--- config.mk ---
export PLATFORM = sky130hd
export DESIGN_NAME = hnf_mshr_hazard_wakeup
export DESIGN_NICKNAME = d
export VERILOG_FILES = /design/src/rtl/hnf_mshr_hazard_wakeup_pkg.sv /design/src/rtl/hnf_mshr_hazard_wakeup_rr_arb.sv /design/src/rtl/hnf_mshr_hazard_wakeup.sv
export SDC_FILE = /design/constraint.sdc
export NUM_CORES = 1
export LEC_CHECK = 0
export CAP_MARGIN = 40
export CORE_UTILIZATION = 45
export DETAILED_ROUTE_END_ITERATION = 12
export PLACE_DENSITY = 0.7
export SETUP_SLACK_MARGIN = 0.05
export SYNTH_ARGS = -nofsm -noshare
export SYNTH_HDL_FRONTEND = slang
export SYNTH_SLANG_ARGS = --single-unit
--- constraint.sdc ---
create_clock -name clk -period 4.7 [get_ports clk]
set_clock_uncertainty 0.15 [all_clocks]
set_input_delay 0.705 -clock clk [delete_from_list [all_inputs] [get_ports clk]]
set_output_delay 0.705 -clock clk [all_outputs]
set_load 0.005 [all_outputs]
--- src/rtl/hnf_mshr_hazard_wakeup_pkg.sv ---
// Shared sizing, wakeup-state encodings and a lowest-bit-first encoder for the
// HN-F MSHR sleep/wakeup tracker.
package hnf_mshr_hazard_wakeup_pkg;

    localparam int MSHR_ENTRIES_NUM   = 16;
    localparam int MSHR_ENTRIES_WIDTH = 4;

    typedef enum logic [1:0] {
        HNF_WAKE_IDLE  = 2'd0,
        HNF_WAKE_SLEEP = 2'd1,
        HNF_WAKE_PEND  = 2'd2
    } wake_state_e;

    // Lowest set bit wins, so a malformed multi-hot vector still yields one index.
    function automatic logic [MSHR_ENTRIES_WIDTH-1:0] penc(input logic [MSHR_ENTRIES_NUM-1:0] v);
        logic [MSHR_ENTRIES_WIDTH-1:0] idx;
        idx = '0;
        for (int i = MSHR_ENTRIES_NUM - 1; i >= 0; i--) begin
            if (v[i]) begin
                idx = MSHR_ENTRIES_WIDTH'(i);
            end
        end
        return idx;
    endfunction

endpackage

--- src/rtl/hnf_mshr_hazard_wakeup_rr_arb.sv ---
// N-way round-robin arbiter: search starts at i_ptr and wraps; purely combinational.
// Returns a one-hot grant, the encoded winner (0 when idle) and an any-request flag.
module hnf_rr_arb #(
    parameter int N = 16,
    parameter int W = 4
) (
    input  logic [N-1:0] i_req,
    input  logic [W-1:0] i_ptr,
    output logic [N-1:0] o_gnt,
    output logic [W-1:0] o_idx,
    output logic         o_vld
);

    logic [W-1:0] w_pos;
    logic         w_found;

    always_comb begin
        o_gnt   = '0;
        o_idx   = '0;
        w_found = 1'b0;
        w_pos   = '0;
        for (int k = 0; k < N; k++) begin
            w_pos = W'((int'(i_ptr) + k) % N);
            if (!w_found && i_req[w_pos]) begin
                w_found      = 1'b1;
                o_gnt[w_pos] = 1'b1;
                o_idx        = w_pos;
            end
        end
        o_vld = w_found;
    end

endmodule

--- src/rtl/hnf_mshr_hazard_wakeup.sv ---
// Tracks which MSHR entry each hazarded entry sleeps on and hands woken entries
// to the MSHR control one per cycle; wakeup is visible the cycle after the retire.
module hnf_mshr_hazard_wakeup
    import hnf_mshr_hazard_wakeup_pkg::*;
(
    input  logic                          clk,
    input  logic                          rst,
    input  logic                          mshr_alloc_en_s1_q,
    input  logic [MSHR_ENTRIES_WIDTH-1:0] mshr_entry_idx_alloc_s1_q,
    input  logic                          rxreq_cam_hazard_s1_q,
    input  logic [MSHR_ENTRIES_NUM-1:0]   rxreq_cam_hazard_entry_s1_q,
    input  logic                          mshr_l3_hazard_valid_sx3_q,
    input  logic [MSHR_ENTRIES_NUM-1:0]   pipe_cam_hazard_entry_sx3_q,
    input  logic [MSHR_ENTRIES_NUM-1:0]   pipe_sleep_entry_sx3_q,
    input  logic                          mshr_dbf_retired_valid_sx1_q,
    input  logic [MSHR_ENTRIES_WIDTH-1:0] mshr_dbf_retired_idx_sx1_q,
    input  logic                          mshr_wakeup_ready_sx1,
    output logic                          mshr_wakeup_valid_sx1,
    output logic [MSHR_ENTRIES_WIDTH-1:0] mshr_wakeup_idx_sx1,
    output logic [MSHR_ENTRIES_NUM-1:0]   mshr_sleep_entry_q
);

    localparam int N = MSHR_ENTRIES_NUM;
    localparam int W = MSHR_ENTRIES_WIDTH;

    wake_state_e  r_state [N];
    logic [W-1:0] r_blk   [N];
    logic [W-1:0] r_rr;

    wake_state_e  w_state_nxt [N];
    logic [W-1:0] w_blk_nxt   [N];
    logic [W-1:0] w_rr_nxt;

    logic [W-1:0] w_s1_blk;
    logic [W-1:0] w_sx3_blk;
    logic [W-1:0] w_sx3_tgt;
    logic         w_s1_reg;
    logic         w_sx3_reg;
    logic         w_s1_byp;
    logic         w_sx3_byp;
    logic [N-1:0] w_s1_hit;
    logic [N-1:0] w_sx3_hit;
    logic [N-1:0] w_ret_self;
    logic [N-1:0] w_pend_req;
    logic [N-1:0] w_wake_gnt;
    logic [W-1:0] w_wake_idx;
    logic         w_wake_vld;
    logic         w_hs;

    assign w_s1_blk  = penc(rxreq_cam_hazard_entry_s1_q);
    assign w_sx3_blk = penc(pipe_cam_hazard_entry_sx3_q);
    assign w_sx3_tgt = penc(pipe_sleep_entry_sx3_q);
    assign w_s1_reg  = mshr_alloc_en_s1_q && rxreq_cam_hazard_s1_q;
    assign w_sx3_reg = mshr_l3_hazard_valid_sx3_q;
    // A blocker retiring in the registration cycle would otherwise be missed forever.
    assign w_s1_byp  = mshr_dbf_retired_valid_sx1_q && (w_s1_blk == mshr_dbf_retired_idx_sx1_q);
    assign w_sx3_byp = mshr_dbf_retired_valid_sx1_q && (w_sx3_blk == mshr_dbf_retired_idx_sx1_q);
    assign w_hs      = w_wake_vld && mshr_wakeup_ready_sx1;

    always_comb begin
        w_s1_hit   = '0;
        w_sx3_hit  = '0;
        w_ret_self = '0;
        for (int i = 0; i < N; i++) begin
            w_s1_hit[i]   = w_s1_reg && (mshr_entry_idx_alloc_s1_q == W'(i));
            w_sx3_hit[i]  = w_sx3_reg && (w_sx3_tgt == W'(i));
            w_ret_self[i] = mshr_dbf_retired_valid_sx1_q && (mshr_dbf_retired_idx_sx1_q == W'(i));
        end
    end

    hnf_rr_arb #(
        .N (N),
        .W (W)
    ) u_wake_arb (
        .i_req (w_pend_req),
        .i_ptr (r_rr),
        .o_gnt (w_wake_gnt),
        .o_idx (w_wake_idx),
        .o_vld (w_wake_vld)
    );

    always_ff @(posedge clk) begin
        if (rst) begin
            for (int i = 0; i < N; i++) begin
                r_state[i] <= HNF_WAKE_IDLE;
                r_blk[i]   <= '0;
            end
            r_rr <= '0;
        end else begin
            for (int i = 0; i < N; i++) begin
                r_state[i] <= w_state_nxt[i];
                r_blk[i]   <= w_blk_nxt[i];
            end
            r_rr <= w_rr_nxt;
        end
    end

    always_comb begin
        for (int i = 0; i < N; i++) begin
            w_state_nxt[i] = r_state[i];
            w_blk_nxt[i]   = r_blk[i];
            if (w_ret_self[i]) begin
                w_state_nxt[i] = HNF_WAKE_IDLE;
            end else if (w_s1_hit[i] || w_sx3_hit[i]) begin
                // sx3 wins a same-target collision with s1.
                if (w_sx3_hit[i]) begin
                    w_blk_nxt[i]   = w_sx3_blk;
                    w_state_nxt[i] = w_sx3_byp ? HNF_WAKE_PEND : HNF_WAKE_SLEEP;
                end else begin
                    w_blk_nxt[i]   = w_s1_blk;
                    w_state_nxt[i] = w_s1_byp ? HNF_WAKE_PEND : HNF_WAKE_SLEEP;
                end
            end else if (w_hs && w_wake_gnt[i]) begin
                w_state_nxt[i] = HNF_WAKE_IDLE;
            end else if ((r_state[i] == HNF_WAKE_SLEEP) && mshr_dbf_retired_valid_sx1_q &&
                         (r_blk[i] == mshr_dbf_retired_idx_sx1_q)) begin
                w_state_nxt[i] = HNF_WAKE_PEND;
            end
        end
        // While stalled the pointer parks on the winner so a newly pending entry cannot preempt it.
        w_rr_nxt = r_rr;
        if (w_wake_vld) begin
            w_rr_nxt = mshr_wakeup_ready_sx1 ? (w_wake_idx + W'(1)) : w_wake_idx;
        end
    end

    always_comb begin
        for (int i = 0; i < N; i++) begin
            w_pend_req[i]         = (r_state[i] == HNF_WAKE_PEND);
            mshr_sleep_entry_q[i] = (r_state[i] != HNF_WAKE_IDLE);
        end
        mshr_wakeup_valid_sx1 = w_wake_vld;
        mshr_wakeup_idx_sx1   = w_wake_idx;
    end

`ifndef SYNTHESIS
    // DISPLAY_FATAL checks for producer protocol violations.
    always_ff @(posedge clk) begin
        if (!rst) begin
            assert (!(w_s1_reg && w_sx3_reg && (mshr_entry_idx_alloc_s1_q == w_sx3_tgt)))
                else $error("hnf_mshr_hazard_wakeup: s1 and sx3 sleep the same entry %0d", w_sx3_tgt);
            assert (!(w_s1_reg && (w_s1_blk == mshr_entry_idx_alloc_s1_q)))
                else $error("hnf_mshr_hazard_wakeup: s1 entry %0d blocked on itself", w_s1_blk);
            assert (!(w_sx3_reg && (w_sx3_blk == w_sx3_tgt)))
                else $error("hnf_mshr_hazard_wakeup: sx3 entry %0d blocked on itself", w_sx3_blk);
        end
    end
`endif

endmodule

==> results of run 1 <==
stage by stage:
step,utilization [%],instances
6_report,60.0,2116
5_1_grt,60.0,2116
4_1_cts,58.8,2097
3_5_place_dp,55.6,2059
3_3_place_gp,55.5,2058
2_1_floorplan,-,1548
kinds of logic after synthesis:
family / count (synthesis) / synth area share [%]
and+or+nand+nor: 644 / 27.9
buffers and inverters: 137 / 4.82
muxes: 161 / 17.9
xor gates and xnor gates: 87 / 6.48
adders and majority gates: 14 / 1.49
AOI/OAI and AO/OA: 405 / 24.4
DFF: 100 / 17.0
timing repair:
action / CTS / global route
setup buffers: 21 / 18
pin swaps: 14 / 14
endpoints found under the setup margin: 6 / 8
gates resized for setup: 67 / 33
gates cloned: 1 / 1
registers in the layout, indices dropped and copies added, names as in the netlist:
register  cells
r_state      32
r_rr          4
r_blk        64
routing by layer:
layer | part of all wire [%] | vias up
li1 | - | 6325
met1 | 37 | 6586
met2 | 46 | 875
met3 | 8.4 | 248
met4 | 8.4 | 0
met5 | 0 | -
layout by cell type, fill, tap and decap left out, types with 23 or more instances in the layout:
cell type	n
nand2_1	109
clkdlybuf4s50_1	78
inv_1	30
xnor2_1	61
mux4_2	37
o21ai_0	40
nand3_1	68
dfxtp_1	98
buf_4	230
mux2i_1	99
nor4_1	23
a31oi_1	50
nor2_1	197
nor3_1	51
nand2b_1	27
a21oi_1	63
a211oi_1	45
xor2_1	23
path summary, 6_finish.rpt:
check / endpoint / slack (ps) / cells after the start
min reg2reg: r_blk[1][3] / 340 / 2
max reg2reg: r_state[1][9] / 90 / 16
max: mshr_wakeup_idx_sx1[3] / 40 / 15
min: r_blk[1][3] / 340 / 2
critical path: stages, from the launching register on:
cell and delay (ps):
dfxtp_4 370, buf_12 140, buf_4 130, buf_4 130, mux4_2 380, a2bb2o_4 240, nor4_4 380, buf_4 190
nand4_1 190, buf_4 210, nor3_4 150, nor4_2 80, a311oi_1 210, buf_4 170, inv_1 40, clkdlybuf4s50_1 440
layout make-up:
class                   instances  area (um2)
clock buffers                  10         229
flip-flops and latches        100        2010
inverters                      34         133
well taps                     330         413
fillers                      2388       10200
clock inverters                 6        96.3
multi-input cells            1311        9580
repair buffers                325        2780
power by group:
group          switching, mW  total [mW]  internal [mW]
Clock                  0.360       0.834          0.474
Combinational           2.52        4.35           1.83
Sequential            0.0309       0.909          0.878
==> impl_metrics.csv, run 1 <==
group,metric,value,unit
power_and_ir_drop,peakVddDrop,0.000407,V
synthesis,synth_top_area_share,17.0,%
global_routing,grt_pass1_vias,13255,
floorplanning,dieArea,26800,um2
timing,fmax,215,MHz
routing,drc,0,
timing,fin_ws,44.6,ps
clock_network,clockRootBuffer,"clkbuf_16",
floorplanning,ios,84,
synthesis,avgSynthCellArea,7.59,um2
routing,vias_per_cell,6.63,
floorplanning,die_x,164,um
global_routing,grt_max_degree,77,
global_routing,gr-usage-met3,6.50,%
worst_setup_path,cp.arrival,3800,ps
hold_path,hold_class,"flip-flop to flip-flop",
worst_setup_path,crit_path_end_kind,"output pin",
place,place_hpwl,41.7,mm
timing,period_needed,4660,ps
timing,relSlewSlack,48.1,%
clock_network,cts_tree,"yes",
routing,wl_per_cell,25.5,um
worst_setup_path,r2r_start,"r_rr[0]",
final_layout,design_area,15200,um2
place,dp_slack,-32.6,ps
final_layout,drive_gt1_share,24.0,%
power_and_ir_drop,finalPower,6.10,mW
job,maxCapViolCount,0,
floorplanning,rows,58,
worst_setup_path,crit_type,"flip-flop to output pin",
synthesis,synth_cells,1548,
global_routing,grt_pass1_wl,80.1,mm
synthesis,yosysMostFrequentCell,"nor2_1",
timing,tns,0,ps
worst_setup_path,cp-startpoint,"r_rr[0]",
synthesis,syn_nets,1625,
final_layout,antenna_cells,0,
clock_network,cts_max_path_buffers,2,
synthesis,synth_seq_cells,100,
run_status,status,"completed",
final_layout,finalNetCount,1858,
synthesis,ys.flop_type,"dfxtp_1",
synthesis,synth_cell_type_count,100,
final_layout,syn2layout_area_growth,29.7,%
global_routing,antenna_found_initial,0,
global_routing,grtUsageMet1,46.3,%
synthesis,syn_area,11800,um2
routing,num_vias,14034,
synthesis,ys_seq_area_share,17.0,%
clock_network,clock_sinks,100,
timing,drv_slew,0,
worst_setup_path,worst-path-max-fanout,6,
clock_network,clkTransAtPathRegs,70,ps
synthesis,synth_warnings,0,
timing,final-setup-viol-count,0,
clock_network,worstSkewPairLatency,360,ps
synthesis,async_flop_share,0,%
floorplanning,start_util,46.3,%
timing,hold_slack,339,ps
power_and_ir_drop,power.density,400,nW/um2
global_routing,grt.overflow.total,0,
floorplanning,core,25400,um2
place,io_buffers,83,
synthesis,synthTopCellsByCount,"202 x nor2_1, 109 x nand2_1, 108 x mux2i_1, 100 x dfxtp_1, 72 x clkbuf_1",
routing,ant_nets,0,
clock_network,ctsHoldBuffers,0,
floorplanning,fp.dieH,164,um
routing,drtIter0Drc,1598,
clock_network,htree_levels,3,
timing,finalHoldViolations,0,
global_routing,gr-usage-all-layers,39.8,%
timing,worst_slew_pin_slew,776,ps
place,place.gp.congestion,1.09,
synthesis,yosys.area.top_type,"dfxtp_1",
timing,finalCritPeriodShare,99.1,%
worst_setup_path,required,3850,ps
timing,rsz0062_at_grt,"true",
global_routing,top_usage_layer,"met2",
worst_setup_path,startpoint_type,"flip-flop",
place,place_area,14100,um2
clock_network,cts_buffers,9,
hold_path,hold_start,"r_blk[1][3]",
routing,first_pass_iters,6,
routing,drt_wl_total,54.0,mm
global_routing,gr-usage-met2,66.3,%
power_and_ir_drop,power.leakage,5.93,nW
synthesis,synth_area_leaders,"dfxtp_1 17%, mux2i_1 9.2%, mux4_2 7.1%",
synthesis,synth_edf_count,0,
No activity file was read; power rests on OpenSTA's default activity.
==> inputs of run 2 (changes only) <==
Settings changed: CORE_ASPECT_RATIO set to 1.1.
==> impl_metrics.csv, run 2 (synthesis gave the netlist of run 1 again) <==
group,metric,value,unit
routing,drc,0,
clock_network,clock_sinks,100,
power_and_ir_drop,clkPwrFrac,13.6,%
clock_network,worstSkewPairLatency,350,ps
power_and_ir_drop,power.density,396,nW/um2
clock_network,cts_max_path_buffers,2,
global_routing,antenna_found_initial,1,
timing,worst_slew_pin_slew,914,ps
timing,final-setup-viol-count,1,
global_routing,grt_pass1_vias,13292,
worst_setup_path,crit_type,"flip-flop to output pin",
worst_setup_path,ff2ff_setup_slack,180,ps
worst_setup_path,r2r_start,"r_rr[0]",
power_and_ir_drop,internal_power,3.00,mW
routing,ant_nets,0,
timing,period_needed,4830,ps
hold_path,hold_class,"flip-flop to flip-flop",
floorplanning,dieArea,26800,um2
timing,rsz0062_at_grt,"true",
final_layout,final_common_cell,"nor2_1",
floorplanning,rows,61,
floorplanning,ios,84,
global_routing,grt_max_degree,67,
routing,num_vias,13850,
place,place.gp.congestion,1.06,
final_layout,antenna_cells,0,
routing,drtIter0Drc,1592,
timing,finalCritPeriodShare,103,%
final_layout,largest_reg_flops,64,
clock_network,htree_levels,3,
timing,hold_slack,338,ps
job,maxCapViolCount,0,
power_and_ir_drop,finalPower,5.86,mW
timing,drv_slew,0,
clock_network,clkTransAtPathRegs,70,ps
final_layout,layout_common_cells,"200 x nor2_1, 176 x buf_4, 109 x nand2_1, 102 x mux2i_1, 97 x dfxtp_1",
power_and_ir_drop,p_comb_share,70.6,%
worst_setup_path,r2r-end,"r_state[0][0]",
routing,first_pass_iters,8,
power_and_ir_drop,pwr-share-seq,15.8,%
final_layout,finalNetCount,1805,
floorplanning,core,25500,um2
place,io_buffers,83,
final_layout,largestRegisters,"r_blk: 64 flops, r_state: 32 flops, r_rr: 4 flops",
worst_setup_path,worst-r2r-cell-count,14,
hold_path,hold-path-endpoint,"r_blk[1][1]",
final_layout,syn2layout_area_growth,25.8,%
run_status,status,"finished, violations left",
clock_network,cts_buffers,9,
timing,fmax,207,MHz
worst_setup_path,crit_path_end_kind,"output pin",
timing,finalHoldViolations,0,
worst_setup_path,startpoint_type,"flip-flop",
timing,fin_ws,-130,ps
worst_setup_path,cp.arrival,3980,ps
clock_network,cts_tree,"yes",
floorplanning,die_x,156,um
routing,vias_per_cell,6.66,
worst_setup_path,worst-path-max-fanout,6,
global_routing,gr-usage-all-layers,39.4,%
hold_path,hold_start,"r_blk[1][1]",
timing,tns,-130,ps
routing,wl_per_cell,25.3,um
global_routing,grt_pass1_wl,79.6,mm
power_and_ir_drop,power.leakage,5.69,nW
final_layout,drive_gt1_share,21.1,%
routing,drt_wl_total,52.6,mm
power_and_ir_drop,peakVddDrop,0.000262,V
floorplanning,start_util,46.1,%
clock_network,clockRootBuffer,"clkbuf_16",
run_status,violations,"setup timing",
final_layout,regMostFlops,"r_blk",
power_and_ir_drop,switching_share,48.8,%
worst_setup_path,required,3850,ps
place,place_hpwl,40.0,mm
global_routing,grt.overflow.total,0,
clock_network,ctsHoldBuffers,0,
final_layout,n_fill_cell,2428,
power_and_ir_drop,p_sw,2.86,mW
floorplanning,fp.dieH,171,um
timing,relSlewSlack,38.7,%
hold_path,min_path_cells,2,
==> run 2: cell count changes in the layout (fill, tap and decap cells not counted), sizes merged <==
cell | before | now
buf | 242 | 189
bufbuf | 1 | 2
bufinv | 2 | 1
clkbuf | 12 | 9
clkdlybuf4s50 | 78 | 79
clkinv | 1 | 3
clkinvlp | 1 | 0
inv | 36 | 37
==> run 2: stage by stage <==
stage	instance area [um2]	cells	util, %	setup WS [ps]
2_1_floorplan	11800	1548	-	92.1
3_3_place_gp	13900	2040	54.4	6.41
6_report	14800	2079	58.0	-130
5_1_grt	14800	2079	58.0	-200
3_5_place_dp	13900	2040	54.4	51.6
4_1_cts	14600	2076	57.3	-49.7
==> run 2: repair_timing <==
action,in CTS,in global routing
setup buffers,17,3
pin swaps,4,5
gates cloned,3,0
resized for setup,38,38
hold endpoints to repair,0,0
endpoints found under the setup margin,5,11
==> run 2: critical path, cell delays in order, from the launching register on <==
cell and delay (ps):
dfxtp_4 450, buf_12 150, mux4_2 560, mux4_2 560
buf_6 160, nor4_4 290, or4b_4 550, buf_4 180
o22a_2 200, inv_2 50, clkdlybuf4s50_1 490
==> run 2: layout make-up <==
class                      instances  area, um2  share of cell area, %
multi-input combinational       1311       9500                   64.2
tap                              346        433                   2.93
sequential                       100       2010                   13.6
inverter                          34        133                  0.897
clock buffer                       9        225                   1.52
clock inverter                     7       92.6                  0.626
timing repair buffer             272       2400                   16.2
==> run 2: worst max path at each step <==
stage	startpoint	to	slack, ps	depth (start not counted)
6_report	r_rr[0]	mshr_wakeup_idx_sx1[2]	-130	10
3_3_place_gp	r_rr[1]	r_state[1][10]	6	15
4_1_cts	r_rr[0]	mshr_wakeup_idx_sx1[2]	-50	10
3_5_place_dp	r_rr[0]	r_state[1][10]	50	13
2_1_floorplan	r_rr[1]	mshr_wakeup_idx_sx1[2]	90	17
5_1_grt	r_rr[0]	mshr_wakeup_idx_sx1[2]	-200	12
==> run 2: power by group through the flow <==
stage | Sequential, mW | Combinational, mW | Clock [mW]
after floorplan | 0.918 | 2.01 | 0
after global placement | 0.929 | 3.61 | 0
after detailed placement | 0.931 | 3.57 | 0
after CTS | 0.923 | 3.84 | 0.806
after global routing | 0.929 | 4.28 | 0.834
final | 0.925 | 4.13 | 0.797
==> run 2: metal layers <==
| layer | vias up | track usage [%] | share of wire (%) | wire length (um) |
|---|---|---|---|---|
| li1 | 6227 | - | - | - |
| met3 | 281 | 7.31 | 8.6 | 4520 |
| met1 | 6475 | 43.8 | 36 | 18800 |
| met2 | 865 | 66.6 | 47 | 24400 |
| met4 | 2 | 31.1 | 9.1 | 4760 |
| met5 | - | 0 | 0.029 | 15 |
